--- src/rtl/cpu_pkg.sv ---
`default_nettype none
// ============================================================================
// Module   : cpu_pkg
// Brief    : Opcodes, instruction classes, FSM states and per-state controls.
// Revision : 1.0
// ============================================================================
package cpu_pkg;

  localparam logic [4:0] C_OP_LD   = 5'b00000;
  localparam logic [4:0] C_OP_LDI  = 5'b00001;
  localparam logic [4:0] C_OP_ST   = 5'b00010;
  localparam logic [4:0] C_OP_ADD  = 5'b00011;
  localparam logic [4:0] C_OP_SUB  = 5'b00100;
  localparam logic [4:0] C_OP_AND  = 5'b00101;
  localparam logic [4:0] C_OP_OR   = 5'b00110;
  localparam logic [4:0] C_OP_ROR  = 5'b00111;
  localparam logic [4:0] C_OP_ROL  = 5'b01000;
  localparam logic [4:0] C_OP_SHR  = 5'b01001;
  localparam logic [4:0] C_OP_SHRA = 5'b01010;
  localparam logic [4:0] C_OP_SHL  = 5'b01011;
  localparam logic [4:0] C_OP_ADDI = 5'b01100;
  localparam logic [4:0] C_OP_ANDI = 5'b01101;
  localparam logic [4:0] C_OP_ORI  = 5'b01110;
  localparam logic [4:0] C_OP_DIV  = 5'b01111;
  localparam logic [4:0] C_OP_MUL  = 5'b10000;
  localparam logic [4:0] C_OP_NEG  = 5'b10001;
  localparam logic [4:0] C_OP_NOT  = 5'b10010;
  localparam logic [4:0] C_OP_BR   = 5'b10011;
  localparam logic [4:0] C_OP_JR   = 5'b10100;
  localparam logic [4:0] C_OP_JAL  = 5'b10101;
  localparam logic [4:0] C_OP_IN   = 5'b10110;
  localparam logic [4:0] C_OP_OUT  = 5'b10111;
  localparam logic [4:0] C_OP_MFHI = 5'b11000;
  localparam logic [4:0] C_OP_MFLO = 5'b11001;
  localparam logic [4:0] C_OP_NOP  = 5'b11010;
  localparam logic [4:0] C_OP_HALT = 5'b11011;
  localparam logic [4:0] C_ALU_ADD = 5'b00011;

  typedef enum logic [3:0] {
    CLS_NOP, CLS_ALU, CLS_UNARY, CLS_MULDIV, CLS_IMM, CLS_LD, CLS_LDI, CLS_ST,
    CLS_BR, CLS_JR, CLS_JAL, CLS_IN, CLS_OUT, CLS_MFHI, CLS_MFLO, CLS_HALT
  } instr_class_t;

  typedef enum logic [5:0] {
    S_RESET, S_HALT, S_T0, S_T1, S_T2,
    S_ALU_T3, S_ALU_T4, S_ALU_T5,
    S_UN_T3, S_UN_T4, S_UN_T5,
    S_MD_T3, S_MD_T4, S_MD_T5, S_MD_T6,
    S_IMM_T3, S_IMM_T4, S_IMM_T5,
    S_MEM_T3, S_MEM_T4,
    S_LD_T5, S_LD_T6, S_LD_T7,
    S_LDI_T5,
    S_ST_T5, S_ST_T6, S_ST_T7,
    S_BR_T3, S_BR_T4, S_BR_T5, S_BR_T6,
    S_JR_T3, S_JAL_T3, S_JAL_T4,
    S_IN_T3, S_OUT_T3, S_MFHI_T3, S_MFLO_T3
  } state_t;

  typedef struct packed {
    logic [4:0] op;
    logic pc_out, zhigh_out, zlow_out, mdr_out, hi_out, lo_out, inport_out;
    logic c_out, ba_out, r_out;
    logic pc_in, ir_in, mar_in, mdr_in, y_in, zhigh_in, zlow_in, hi_in, lo_in;
    logic outport_in, con_in, r_in;
    logic gra, grb, grc, inc_pc, read, write;
  } ctrl_t;

  // Control word asserted while the FSM sits in state s.
  function automatic ctrl_t state_ctrl(input state_t s, input logic [4:0] opc);
    ctrl_t c;
    c = '0;
    case (s)
      S_T0:       begin c.pc_out = 1'b1; c.mar_in = 1'b1; c.inc_pc = 1'b1;
                        c.zhigh_in = 1'b1; c.zlow_in = 1'b1; end
      S_T1:       begin c.zlow_out = 1'b1; c.pc_in = 1'b1; c.read = 1'b1; c.mdr_in = 1'b1; end
      S_T2:       begin c.mdr_out = 1'b1; c.ir_in = 1'b1; end
      S_ALU_T3, S_UN_T3, S_IMM_T3:
                  begin c.grb = 1'b1; c.r_out = 1'b1; c.y_in = 1'b1; end
      S_ALU_T4:   begin c.grc = 1'b1; c.r_out = 1'b1; c.op = opc;
                        c.zhigh_in = 1'b1; c.zlow_in = 1'b1; end
      S_UN_T4, S_MD_T4:
                  begin c.grb = 1'b1; c.r_out = 1'b1; c.op = opc;
                        c.zhigh_in = 1'b1; c.zlow_in = 1'b1; end
      S_ALU_T5, S_UN_T5, S_IMM_T5, S_LDI_T5:
                  begin c.zlow_out = 1'b1; c.gra = 1'b1; c.r_in = 1'b1; end
      S_MD_T3:    begin c.gra = 1'b1; c.r_out = 1'b1; c.y_in = 1'b1; end
      S_MD_T5:    begin c.zlow_out = 1'b1; c.lo_in = 1'b1; end
      S_MD_T6:    begin c.zhigh_out = 1'b1; c.hi_in = 1'b1; end
      S_IMM_T4:   begin c.c_out = 1'b1; c.op = opc; c.zhigh_in = 1'b1; c.zlow_in = 1'b1; end
      S_MEM_T3:   begin c.grb = 1'b1; c.ba_out = 1'b1; c.y_in = 1'b1; end
      S_MEM_T4, S_BR_T5:
                  begin c.c_out = 1'b1; c.op = C_ALU_ADD; c.zhigh_in = 1'b1; c.zlow_in = 1'b1; end
      S_LD_T5, S_ST_T5:
                  begin c.zlow_out = 1'b1; c.mar_in = 1'b1; end
      S_LD_T6:    begin c.read = 1'b1; c.mdr_in = 1'b1; end
      S_LD_T7:    begin c.mdr_out = 1'b1; c.gra = 1'b1; c.r_in = 1'b1; end
      S_ST_T6:    begin c.gra = 1'b1; c.r_out = 1'b1; c.mdr_in = 1'b1; end
      S_ST_T7:    c.write = 1'b1;
      S_BR_T3:    begin c.gra = 1'b1; c.r_out = 1'b1; c.con_in = 1'b1; end
      S_BR_T4:    begin c.pc_out = 1'b1; c.y_in = 1'b1; end
      S_BR_T6:    c.zlow_out = 1'b1;
      S_JR_T3, S_JAL_T4:
                  begin c.gra = 1'b1; c.r_out = 1'b1; c.pc_in = 1'b1; end
      S_JAL_T3:   begin c.pc_out = 1'b1; c.grb = 1'b1; c.r_in = 1'b1; end
      S_IN_T3:    begin c.inport_out = 1'b1; c.gra = 1'b1; c.r_in = 1'b1; end
      S_OUT_T3:   begin c.gra = 1'b1; c.r_out = 1'b1; c.outport_in = 1'b1; end
      S_MFHI_T3:  begin c.hi_out = 1'b1; c.gra = 1'b1; c.r_in = 1'b1; end
      S_MFLO_T3:  begin c.lo_out = 1'b1; c.gra = 1'b1; c.r_in = 1'b1; end
      default:    c = '0;
    endcase
    return c;
  endfunction

endpackage
`default_nettype wire

--- src/rtl/control_decode.sv ---
`default_nettype none
// ============================================================================
// Module   : control_decode
// Brief    : Combinational opcode-to-instruction-class decoder.
// Revision : 1.0
// ============================================================================
module control_decode
  import cpu_pkg::*;
(
  input  logic [4:0]   opcode,
  output instr_class_t instr_class
);

  always_comb begin
    instr_class = CLS_NOP;
    case (opcode)
      C_OP_ADD, C_OP_SUB, C_OP_AND, C_OP_OR, C_OP_ROR,
      C_OP_ROL, C_OP_SHR, C_OP_SHRA, C_OP_SHL: instr_class = CLS_ALU;
      C_OP_NEG, C_OP_NOT:                      instr_class = CLS_UNARY;
      C_OP_MUL, C_OP_DIV:                      instr_class = CLS_MULDIV;
      C_OP_ADDI, C_OP_ANDI, C_OP_ORI:          instr_class = CLS_IMM;
      C_OP_LD:                                 instr_class = CLS_LD;
      C_OP_LDI:                                instr_class = CLS_LDI;
      C_OP_ST:                                 instr_class = CLS_ST;
      C_OP_BR:                                 instr_class = CLS_BR;
      C_OP_JR:                                 instr_class = CLS_JR;
      C_OP_JAL:                                instr_class = CLS_JAL;
      C_OP_IN:                                 instr_class = CLS_IN;
      C_OP_OUT:                                instr_class = CLS_OUT;
      C_OP_MFHI:                               instr_class = CLS_MFHI;
      C_OP_MFLO:                               instr_class = CLS_MFLO;
      C_OP_HALT:                               instr_class = CLS_HALT;
      default:                                 instr_class = CLS_NOP;
    endcase
  end

endmodule
`default_nettype wire

--- src/rtl/control_unit.sv ---
`default_nettype none
// ============================================================================
// Module   : control_unit
// Brief    : Moore control FSM sequencing fetch and execute steps of the CPU.
// Revision : 1.0
// ============================================================================
module control_unit
  import cpu_pkg::*;
(
  input  logic        Clock,
  input  logic        clear,
  input  logic [31:0] IR,
  input  logic        branchCompare,
  input  logic        Stop,
  output logic        Run,
  output logic [4:0]  op,
  output logic        PCout, Zhighout, Zlowout, MDRout, HIout, LOout,
  output logic        InPortout, Cout, BAout, Rout,
  output logic        PCin, IRin, MARin, MDRin, Yin, ZHighin, Zlowin,
  output logic        HIin, LOin, OutPortin, CONin, Rin,
  output logic        Gra, Grb, Grc, IncPC, Read, Write
);

  state_t       r_state;
  state_t       w_next;
  ctrl_t        r_ctrl;
  logic         r_run;
  instr_class_t w_class;
  logic         w_unused_ir;

  assign w_unused_ir = ^IR[26:0];

  // IR is expected to present the fetched instruction from T2 until T0.
  control_decode u_decode (
    .opcode      (IR[31:27]),
    .instr_class (w_class)
  );

  always_comb begin
    w_next = S_T0;
    case (r_state)
      S_RESET:  w_next = S_T0;
      S_HALT:   w_next = S_HALT;
      S_T0:     w_next = Stop ? S_HALT : S_T1;
      S_T1:     w_next = S_T2;
      S_T2: begin
        case (w_class)
          CLS_ALU:                 w_next = S_ALU_T3;
          CLS_UNARY:               w_next = S_UN_T3;
          CLS_MULDIV:              w_next = S_MD_T3;
          CLS_IMM:                 w_next = S_IMM_T3;
          CLS_LD, CLS_LDI, CLS_ST: w_next = S_MEM_T3;
          CLS_BR:                  w_next = S_BR_T3;
          CLS_JR:                  w_next = S_JR_T3;
          CLS_JAL:                 w_next = S_JAL_T3;
          CLS_IN:                  w_next = S_IN_T3;
          CLS_OUT:                 w_next = S_OUT_T3;
          CLS_MFHI:                w_next = S_MFHI_T3;
          CLS_MFLO:                w_next = S_MFLO_T3;
          CLS_HALT:                w_next = S_HALT;
          default:                 w_next = S_T0;
        endcase
      end
      S_ALU_T3: w_next = S_ALU_T4;
      S_ALU_T4: w_next = S_ALU_T5;
      S_UN_T3:  w_next = S_UN_T4;
      S_UN_T4:  w_next = S_UN_T5;
      S_MD_T3:  w_next = S_MD_T4;
      S_MD_T4:  w_next = S_MD_T5;
      S_MD_T5:  w_next = S_MD_T6;
      S_IMM_T3: w_next = S_IMM_T4;
      S_IMM_T4: w_next = S_IMM_T5;
      S_MEM_T3: w_next = S_MEM_T4;
      S_MEM_T4: begin
        if (w_class == CLS_LD)       w_next = S_LD_T5;
        else if (w_class == CLS_LDI) w_next = S_LDI_T5;
        else                         w_next = S_ST_T5;
      end
      S_LD_T5:  w_next = S_LD_T6;
      S_LD_T6:  w_next = S_LD_T7;
      S_ST_T5:  w_next = S_ST_T6;
      S_ST_T6:  w_next = S_ST_T7;
      S_BR_T3:  w_next = S_BR_T4;
      S_BR_T4:  w_next = S_BR_T5;
      S_BR_T5:  w_next = S_BR_T6;
      S_JAL_T3: w_next = S_JAL_T4;
      default:  w_next = S_T0;
    endcase
  end

  // Controls are computed for the state being entered so every output is a flop.
  always_ff @(posedge Clock or negedge clear) begin
    if (!clear) begin
      r_state <= S_RESET;
      r_ctrl  <= '0;
      r_run   <= 1'b0;
    end else begin
      r_state <= w_next;
      r_ctrl  <= state_ctrl(w_next, IR[31:27]);
      r_run   <= (w_next != S_HALT) && (w_next != S_RESET);
    end
  end

  assign Run       = r_run;
  assign op        = r_ctrl.op;
  assign PCout     = r_ctrl.pc_out;
  assign Zhighout  = r_ctrl.zhigh_out;
  assign Zlowout   = r_ctrl.zlow_out;
  assign MDRout    = r_ctrl.mdr_out;
  assign HIout     = r_ctrl.hi_out;
  assign LOout     = r_ctrl.lo_out;
  assign InPortout = r_ctrl.inport_out;
  assign Cout      = r_ctrl.c_out;
  assign BAout     = r_ctrl.ba_out;
  assign Rout      = r_ctrl.r_out;
  // Branch target load is the one output that follows the live CON result.
  assign PCin      = r_ctrl.pc_in | ((r_state == S_BR_T6) & branchCompare);
  assign IRin      = r_ctrl.ir_in;
  assign MARin     = r_ctrl.mar_in;
  assign MDRin     = r_ctrl.mdr_in;
  assign Yin       = r_ctrl.y_in;
  assign ZHighin   = r_ctrl.zhigh_in;
  assign Zlowin    = r_ctrl.zlow_in;
  assign HIin      = r_ctrl.hi_in;
  assign LOin      = r_ctrl.lo_in;
  assign OutPortin = r_ctrl.outport_in;
  assign CONin     = r_ctrl.con_in;
  assign Rin       = r_ctrl.r_in;
  assign Gra       = r_ctrl.gra;
  assign Grb       = r_ctrl.grb;
  assign Grc       = r_ctrl.grc;
  assign IncPC     = r_ctrl.inc_pc;
  assign Read      = r_ctrl.read;
  assign Write     = r_ctrl.write;

endmodule
`default_nettype wire

--- config.mk ---
export PLATFORM = sky130hd
export DESIGN_NAME = control_unit
export DESIGN_NICKNAME = d
export VERILOG_FILES = /design/src/rtl/cpu_pkg.sv /design/src/rtl/control_decode.sv /design/src/rtl/control_unit.sv
export SDC_FILE = /design/constraint.sdc
export NUM_CORES = 1
export LEC_CHECK = 0
export ABC_AREA = 1
export CAP_MARGIN = 20
export CORE_ASPECT_RATIO = 1.2
export CORE_MARGIN = 1
export CORE_UTILIZATION = 40
export CTS_CLUSTER_SIZE = 24
export DETAILED_ROUTE_END_ITERATION = 8
export PLACE_DENSITY = 0.7
export SLEW_MARGIN = 5
export SYNTH_ARGS = -nofsm -noshare
export SYNTH_HDL_FRONTEND = slang
export SYNTH_HIERARCHICAL = 1
export SYNTH_SLANG_ARGS = --single-unit
--- constraint.sdc ---
create_clock -name Clock -period 2.1 [get_ports Clock]
set_clock_uncertainty 0.15 [all_clocks]
set_input_delay 0.525 -clock Clock [delete_from_list [all_inputs] [get_ports Clock]]
set_output_delay 0.525 -clock Clock [all_outputs]
set_load 0.005 [all_outputs]
==> run_summary.xml, run 1 <==
<?xml version="1.0" encoding="UTF-8"?>
<metrics>
  <group name="run_status">
    <metric name="status" unit="">finished, violations left</metric>
    <metric name="failed_checks" unit="">setup timing</metric>
  </group>
  <group name="finish">
    <metric name="max_flop_register" unit="">r_state</metric>
    <metric name="area_added_between_synthesis_and_finish" unit="%">68.0</metric>
    <metric name="antenna_cells" unit="">0</metric>
    <metric name="largest_register_ff_count" unit="">6</metric>
    <metric name="stdcell_count" unit="">595</metric>
    <metric name="finalNetCount" unit="">556</metric>
    <metric name="fraction_of_final_layout_cells_with_drive_strength_greater_than_1" unit="%">46.3</metric>
  </group>
  <group name="synthesis">
    <metric name="synth_area_leader_cell" unit="">dfrtp_1</metric>
    <metric name="synth_seq_cells" unit="">38</metric>
    <metric name="most_numerous_cell_in_the_yosys_netlist" unit="">nand2_1</metric>
    <metric name="yosys.area_share.simple" unit="%">43.8</metric>
    <metric name="synthesis.area_per_instance" unit="sq um">6.92</metric>
    <metric name="ys.flop_type" unit="">dfrtp_1</metric>
    <metric name="unique_masters_post_synth" unit="">28</metric>
    <metric name="synthesis.area" unit="sq mm">0.00266</metric>
    <metric name="async_reset_ff_share" unit="%">100</metric>
    <metric name="yosys-top-cells-count" unit="">nand2_1 (106), nor2_1 (58), nand3_1 (55)</metric>
    <metric name="synth_top_cells_by_area" unit="">dfrtp_1 (36%), nand2_1 (15%), nand3_1 (10%)</metric>
    <metric name="syn-instance-count" unit="">384</metric>
    <metric name="synth.top_cell.area_share" unit="%">35.8</metric>
    <metric name="largest_family_of_logic_cells_by_synthesized_area" unit="">simple AND/OR/NAND/NOR gates</metric>
    <metric name="synth_edf_count" unit="">0</metric>
    <metric name="synth-xor-area-share" unit="%">0</metric>
    <metric name="post_synth_mux_area_share" unit="%">0</metric>
    <metric name="yosys_warnings" unit="">6</metric>
    <metric name="share_of_synthesized_cell_area_in_full_adder_half_adder_and_majority_cells" unit="%">5.18</metric>
    <metric name="synth.net_count" unit="">431</metric>
    <metric name="synth_seq_area_share" unit="%">35.8</metric>
    <metric name="synth_compound_area_share" unit="%">4.80</metric>
  </group>
  <group name="setup_path">
    <metric name="end_kind" unit="">register</metric>
    <metric name="crit_path_start_kind" unit="">primary input</metric>
    <metric name="critical-path-top-cell-by-count" unit="">nor2_2</metric>
    <metric name="critPathKind" unit="">primary input to register</metric>
    <metric name="cp_data_arrival_time" unit="ps">2850</metric>
    <metric name="worst-endpoint-required" unit="ps">2110</metric>
    <metric name="critPathSlowestCell" unit="">ha_4</metric>
    <metric name="cpPeakStageDelay" unit="ps">280</metric>
    <metric name="critical_path_peak_fanout" unit="">4</metric>
    <metric name="path_cells" unit="">buf_8 &gt; inv_12 &gt; ha_4 &gt; nor2_2 &gt; nand2_1 &gt; nand2_1 &gt; nand2_2 &gt; nand2_4 &gt; buf_12 &gt; ha_4 &gt; o21ai_4 &gt; nor2_2 &gt; nor2_2 &gt; nand2_2 &gt; nor2_4 &gt; nor2_4 &gt; buf_6 &gt; nand3_1 &gt; nand2_1 &gt; nor2_2 &gt; nand3_1</metric>
  </group>
  <group name="timing">
    <metric name="maximum_operating_frequency" unit="MHz">353</metric>
    <metric name="part_of_the_cycle_the_worst_path_needs" unit="%">135</metric>
    <metric name="rsz0062_at_grt" unit="">yes</metric>
    <metric name="hold_viol_final" unit="">0</metric>
    <metric name="layout_min_cycle_time" unit="ps">2840</metric>
    <metric name="worst_pin_slew" unit="ps">466</metric>
    <metric name="slew-limit-headroom" unit="%">68.9</metric>
    <metric name="postLayoutSetupSlackWorst" unit="ps">-737</metric>
    <metric name="maxSlewViolCount" unit="">0</metric>
    <metric name="setup-violations-final" unit="">37</metric>
    <metric name="setup_total_negative_slack" unit="ps">-18940</metric>
  </group>
  <group name="global_route">
    <metric name="vias_in_the_first_global_route" unit="">2793</metric>
    <metric name="antenna_found_initial" unit="">0</metric>
    <metric name="globalRoute.totalOverflow" unit="">0</metric>
    <metric name="grt_pass1_wl" unit="microns">12900</metric>
    <metric name="globalRouteTotalUtil" unit="%">23.6</metric>
    <metric name="grt_start_max_net_pins" unit="">39</metric>
  </group>
  <group name="routing">
    <metric name="first_iter_violations" unit="">204</metric>
    <metric name="ratio_of_routed_vias_to_standard_cells" unit="">5.03</metric>
    <metric name="dr_total_vias" unit="">2991</metric>
    <metric name="avgRoutedWirePerCell" unit="microns">14.3</metric>
    <metric name="postRouteWirelength" unit="microns">8490</metric>
    <metric name="drtAntennaViolNets" unit="">0</metric>
    <metric name="drtPass1Iterations" unit="">4</metric>
    <metric name="drcViolationCount" unit="">0</metric>
  </group>
  <group name="placed_design">
    <metric name="placed_cells_incl_taps" unit="">561</metric>
    <metric name="numPortBuffers" unit="">42</metric>
    <metric name="dp_hpwl" unit="microns">5710</metric>
    <metric name="routabilityCongestion" unit="">0.929</metric>
  </group>
  <group name="cts">
    <metric name="cts_sinks" unit="">38</metric>
    <metric name="cts-buffers-inserted" unit="">5</metric>
    <metric name="ctsLongestPathBuffers" unit="">2</metric>
    <metric name="clkSlewWorstSetupHoldPaths" unit="ps">70</metric>
    <metric name="cts_tree" unit="">yes</metric>
    <metric name="cts_max_level" unit="">2</metric>
    <metric name="clock_insertion_delay_at_the_later_pin_of_the_skew_report" unit="ps">290</metric>
    <metric name="ctsRootBufferMaster" unit="">clkbuf_8</metric>
  </group>
  <group name="floorplan">
    <metric name="floorplan.initialDensity" unit="%">41.5</metric>
    <metric name="die_x" unit="microns">76.4</metric>
    <metric name="ios" unit="">70</metric>
    <metric name="placement_rows" unit="">32</metric>
    <metric name="floorplan.die.height" unit="microns">91.3</metric>
    <metric name="die-area" unit="sq mm">0.00698</metric>
    <metric name="fp.coreArea" unit="sq mm">0.00641</metric>
  </group>
  <group name="hold_path">
    <metric name="worst_hold_path_type" unit="">primary input to asynchronous set/reset pin</metric>
  </group>
  <group name="flow_run">
    <metric name="maxCapViolations" unit="">0</metric>
  </group>
  <group name="power_and_ir_drop">
    <metric name="cellLeakagePower" unit="nW">2.39</metric>
    <metric name="worst_ir_drop_vdd" unit="uV">834</metric>
    <metric name="power.density_cell_area" unit="mW/mm^2">1430</metric>
  </group>
</metrics>
==> worst max-delay path: cells and delay by family <==
kind,cells,cell delay (ps)
adders and majority gates,2,450
buffers and inverters,4,410
and+or+nand+nor,14,1300
AOI/OAI and AO/OA,1,170
==> per-stage QoR <==
step           cell area, sq um  hold WS [ps]  power [mW]  utilization (%)  worst slack (ps)
6_report                   4470           118        6.40             69.7              -737
2_1_floorplan              2790          79.4        3.03                -              -591
3_5_place_dp               3710           452        4.25             58.0             -1550
4_1_cts                    4140           137        5.51             64.6              -670
5_1_grt                    4470           159        6.74             69.7              -830
3_3_place_gp               3710           443        4.21             58.0             -1560
==> cell families (layout without fill, tap and decap cells) <==
kind of cell,Yosys count,after routing
AO/OA/AOI/OAI,20,20
adder cells (fa/ha/maj),11,11
flip-flops,38,38
buffers and inverters,60,186
AND/OR/NAND/NOR,255,255
==> power by group <==
part	internal, mW	leakage, nW	total (mW)	switching, mW
Sequential	0.943	0.508	1.07	0.125
Combinational	2.23	1.84	4.80	2.57
Clock	0.264	0.0472	0.532	0.268
==> path summary, 6_finish.rpt <==
kind / startpoint / to / slack, ps / cells past startpoint
worst max-delay path: IR[28] / Yin / -740 / 21
max in group asynchronous: clear / r_state[3] / 1330 / 2
min in group Clock: IR[27] / op[0] / 410 / 4
worst min register to register: r_state[3] / Write / 580 / 3
worst max register to register: r_state[0] / Zlowout / -420 / 11
worst min-delay path: clear / PCout / 120 / 2
==> timing repair <==
action / CTS / global route
endpoints found under the hold margin: 0 / 0
pin swaps: 47 / 43
setup endpoints to repair: 37 / 37
hold buffers: 0 / 0
setup buffers: 16 / 13
resized for setup: 84 / 74
==> cell usage in the layout (no fill, tap or decap), drive strengths merged, types with 6 or more instances in the layout <==
cell / count
nand3: 57
o21ai: 11
buf: 92
dfrtp: 38
nor2: 71
nand4: 6
inv: 48
clkbuf: 7
nand2: 112
ha: 11
clkdlybuf4s50: 36
==> layer usage <==
layer | track usage, % | vias to the layer above | wire length [microns]
met4 | 14.7 | 0 | 473
met3 | 3.42 | 35 | 317
met5 | 0 | - | 0
li1 | - | 1461 | -
met2 | 42.6 | 109 | 4560
met1 | 25.7 | 1386 | 3130
==> final cells by class <==
type	count	area, sq um
clock buffers	6	82.6
clock inverters	2	12.5
fillers	491	1940
inverters	48	215
multi-input cells	286	1910
flip-flops and latches	38	953
well taps	85	106
repair buffers	130	1190
Power figures use the tool's default switching activity.
==> run 2: changes to the inputs <==
--- a/config.mk
+++ b/config.mk
@@ -10,3 +10,3 @@
 export CORE_ASPECT_RATIO = 1.2
-export CORE_MARGIN = 1
+export CORE_MARGIN = 2
 export CORE_UTILIZATION = 40
@@ -20 +20,2 @@
 export SYNTH_SLANG_ARGS = --single-unit
+export TNS_END_PERCENT = 20
==> constraint.sdc (replaced) <==
create_clock -name Clock -period 2.1 [get_ports Clock]
set_clock_uncertainty 0.15 [all_clocks]
set_input_delay 0.42 -clock Clock [delete_from_list [all_inputs] [get_ports Clock]]
set_output_delay 0.42 -clock Clock [all_outputs]
set_load 0.005 [all_outputs]
==> run 2 against run 1 <==
The run still ends with setup timing left. Non-clock buffer count shrank 2. Die area grew 4.9%. Hold slack lost 110 ps. Critical path type unchanged.
==> run_summary.xml, run 2 (synthesis results as in run 1) <==
<?xml version="1.0" encoding="UTF-8"?>
<metrics>
  <group name="finish">
    <metric name="stdcell_count" unit="">593</metric>
    <metric name="max_flop_register" unit="">r_state</metric>
    <metric name="cell_area_after_layout" unit="sq mm">0.00417</metric>
    <metric name="finalNetCount" unit="">554</metric>
    <metric name="largest_register_ff_count" unit="">6</metric>
    <metric name="fraction_of_final_layout_cells_with_drive_strength_greater_than_1" unit="%">38.0</metric>
    <metric name="layout_commonest_cell" unit="">nand2_1</metric>
    <metric name="antenna_cells" unit="">0</metric>
    <metric name="layout_common_cells" unit="">nand2_1 (87), buf_4 (80), nor2_1 (45)</metric>
    <metric name="area_added_between_synthesis_and_finish" unit="%">56.7</metric>
  </group>
  <group name="cts">
    <metric name="cts-buffers-inserted" unit="">5</metric>
    <metric name="clkSlewWorstSetupHoldPaths" unit="ps">80</metric>
    <metric name="cts_max_level" unit="">2</metric>
    <metric name="clock_insertion_delay_at_the_later_pin_of_the_skew_report" unit="ps">300</metric>
    <metric name="ctsRootBufferMaster" unit="">clkbuf_8</metric>
    <metric name="cts_tree" unit="">yes</metric>
    <metric name="number_of_buffers_added_to_fix_hold_violations_after_cts" unit="">0</metric>
    <metric name="cts_sinks" unit="">38</metric>
    <metric name="ctsLongestPathBuffers" unit="">2</metric>
  </group>
  <group name="setup_path">
    <metric name="cp_data_arrival_time" unit="ps">2740</metric>
    <metric name="end_kind" unit="">register</metric>
    <metric name="critPathKind" unit="">primary input to register</metric>
    <metric name="worst-endpoint-required" unit="ps">2180</metric>
    <metric name="crit_path_start_kind" unit="">primary input</metric>
    <metric name="critical_path_peak_fanout" unit="">7</metric>
  </group>
  <group name="timing">
    <metric name="layout_min_cycle_time" unit="ps">2660</metric>
    <metric name="holdWs" unit="ps">5.86</metric>
    <metric name="rsz0062_at_grt" unit="">yes</metric>
    <metric name="slew-limit-headroom" unit="%">69.7</metric>
    <metric name="worst_pin_slew" unit="ps">454</metric>
    <metric name="postLayoutSetupSlackWorst" unit="ps">-561</metric>
    <metric name="maximum_operating_frequency" unit="MHz">376</metric>
    <metric name="setup_total_negative_slack" unit="ps">-14080</metric>
    <metric name="hold_viol_final" unit="">0</metric>
    <metric name="part_of_the_cycle_the_worst_path_needs" unit="%">127</metric>
    <metric name="setup-violations-final" unit="">34</metric>
    <metric name="maxSlewViolCount" unit="">0</metric>
  </group>
  <group name="routing">
    <metric name="first_iter_violations" unit="">193</metric>
    <metric name="drcViolationCount" unit="">0</metric>
    <metric name="dr_total_vias" unit="">2982</metric>
    <metric name="postRouteWirelength" unit="microns">7730</metric>
    <metric name="drtPass1Iterations" unit="">5</metric>
    <metric name="ratio_of_routed_vias_to_standard_cells" unit="">5.03</metric>
    <metric name="avgRoutedWirePerCell" unit="microns">13.0</metric>
    <metric name="drtAntennaViolNets" unit="">0</metric>
  </group>
  <group name="floorplan">
    <metric name="ios" unit="">70</metric>
    <metric name="die_x" unit="microns">78.4</metric>
    <metric name="floorplan.initialDensity" unit="%">41.2</metric>
    <metric name="floorplan.die.height" unit="microns">93.3</metric>
    <metric name="fp.coreArea" unit="sq mm">0.00645</metric>
    <metric name="die-area" unit="sq mm">0.00732</metric>
    <metric name="placement_rows" unit="">32</metric>
  </group>
  <group name="power_and_ir_drop">
    <metric name="design_power_total" unit="mW">5.74</metric>
    <metric name="switching_share" unit="%">45.6</metric>
    <metric name="clock_power_share" unit="%">10.5</metric>
    <metric name="power_report.internal_total" unit="mW">3.12</metric>
    <metric name="total_switching_power" unit="mW">2.62</metric>
    <metric name="sequentialPowerShare" unit="%">18.4</metric>
    <metric name="power.density_cell_area" unit="mW/mm^2">1380</metric>
    <metric name="power.combinational.fraction" unit="%">71.1</metric>
    <metric name="worst_ir_drop_vdd" unit="uV">667</metric>
    <metric name="cellLeakagePower" unit="nW">2.29</metric>
  </group>
  <group name="placed_design">
    <metric name="placed_cells_incl_taps" unit="">571</metric>
    <metric name="dp_hpwl" unit="microns">5690</metric>
    <metric name="numPortBuffers" unit="">42</metric>
    <metric name="routabilityCongestion" unit="">0.960</metric>
    <metric name="placed_area" unit="sq mm">0.00371</metric>
  </group>
  <group name="hold_path">
    <metric name="worst_hold_path_type" unit="">primary input to asynchronous set/reset pin</metric>
  </group>
  <group name="global_route">
    <metric name="vias_in_the_first_global_route" unit="">2856</metric>
    <metric name="globalRouteTotalUtil" unit="%">21.2</metric>
    <metric name="grt_pass1_wl" unit="microns">12300</metric>
    <metric name="globalRoute.totalOverflow" unit="">0</metric>
    <metric name="grt_start_max_net_pins" unit="">39</metric>
    <metric name="antenna_found_initial" unit="">0</metric>
  </group>
  <group name="run_status">
    <metric name="status" unit="">finished, violations left</metric>
    <metric name="failed_checks" unit="">setup timing</metric>
  </group>
  <group name="flow_run">
    <metric name="maxCapViolations" unit="">0</metric>
  </group>
</metrics>
run 2: worst max-delay path: stages:
cell	delay (ps)
buf_12	100
inv_12	30
ha_4	240
nor2_2	70
nand2_1	50
nand2_1	70
nand2_2	60
nand2_4	100
inv_4	60
ha_4	160
inv_2	40
nor2_1	30
nand2_1	120
nand2_2	90
nand2_1	100
inv_1	60
nor2_2	150
nand3_4	150
nor2_4	250
nand3_1	180
nand2_1	130
nor2_1	50
nand2_1	60
run 2: worst paths after layout:
check / start / to / slack [ps] / cells after the start
hold reg to reg: r_state[3] / Write / 500 / 2
setup / recovery: IR[28] / Grb / -560 / 23
setup reg to reg: r_state[4] / Grb / -310 / 12
hold / removal: clear / MDRin / 6 / 2
min in group Clock: IR[29] / op[2] / 290 / 3
max in group asynchronous: clear / r_state[1] / 1450 / 2
run 2: per-stage QoR:
stage	utilization, %	setup slack, ps
floorplan	-	-494
global placement	57.6	-1390
detailed placement	57.6	-1430
CTS	61.3	-622
global route	64.6	-781
finish	64.6	-561
run 2: metal layers:
metal  GRT usage (%)  part of all wire [%]
met1            23.2                    37
met2            39.4                    55
met3            2.32                   4.3
met4            11.8                   3.8
met5               0                     0
run 2: power by group through the flow:
stage | registers [mW] | logic (mW) | clock network [mW]
global placement | 1.06 | 3.14 | 0
finish | 1.06 | 4.08 | 0.604
global route | 1.07 | 4.42 | 0.646
CTS | 1.05 | 3.50 | 0.613
floorplan | 1.05 | 1.94 | 0
detailed placement | 1.07 | 3.15 | 0
run 2: area by class of cell:
class / instances / area (sq um)
Timing Repair Buffer: 128 / 1090
Fill cell: 534 / 2280
Multi-Input combinational cell: 286 / 1710
Tap cell: 85 / 106
Clock buffer: 7 / 76.3
Clock inverter: 1 / 30.0
Sequential cell: 38 / 955
Inverter: 48 / 198
run 2: what timing repair did:
item                       CTS  global route
resized for setup           35            64
setup buffers                9             6
pin swaps                   29            32
setup endpoints to repair   37            37
gates cloned                 0             0
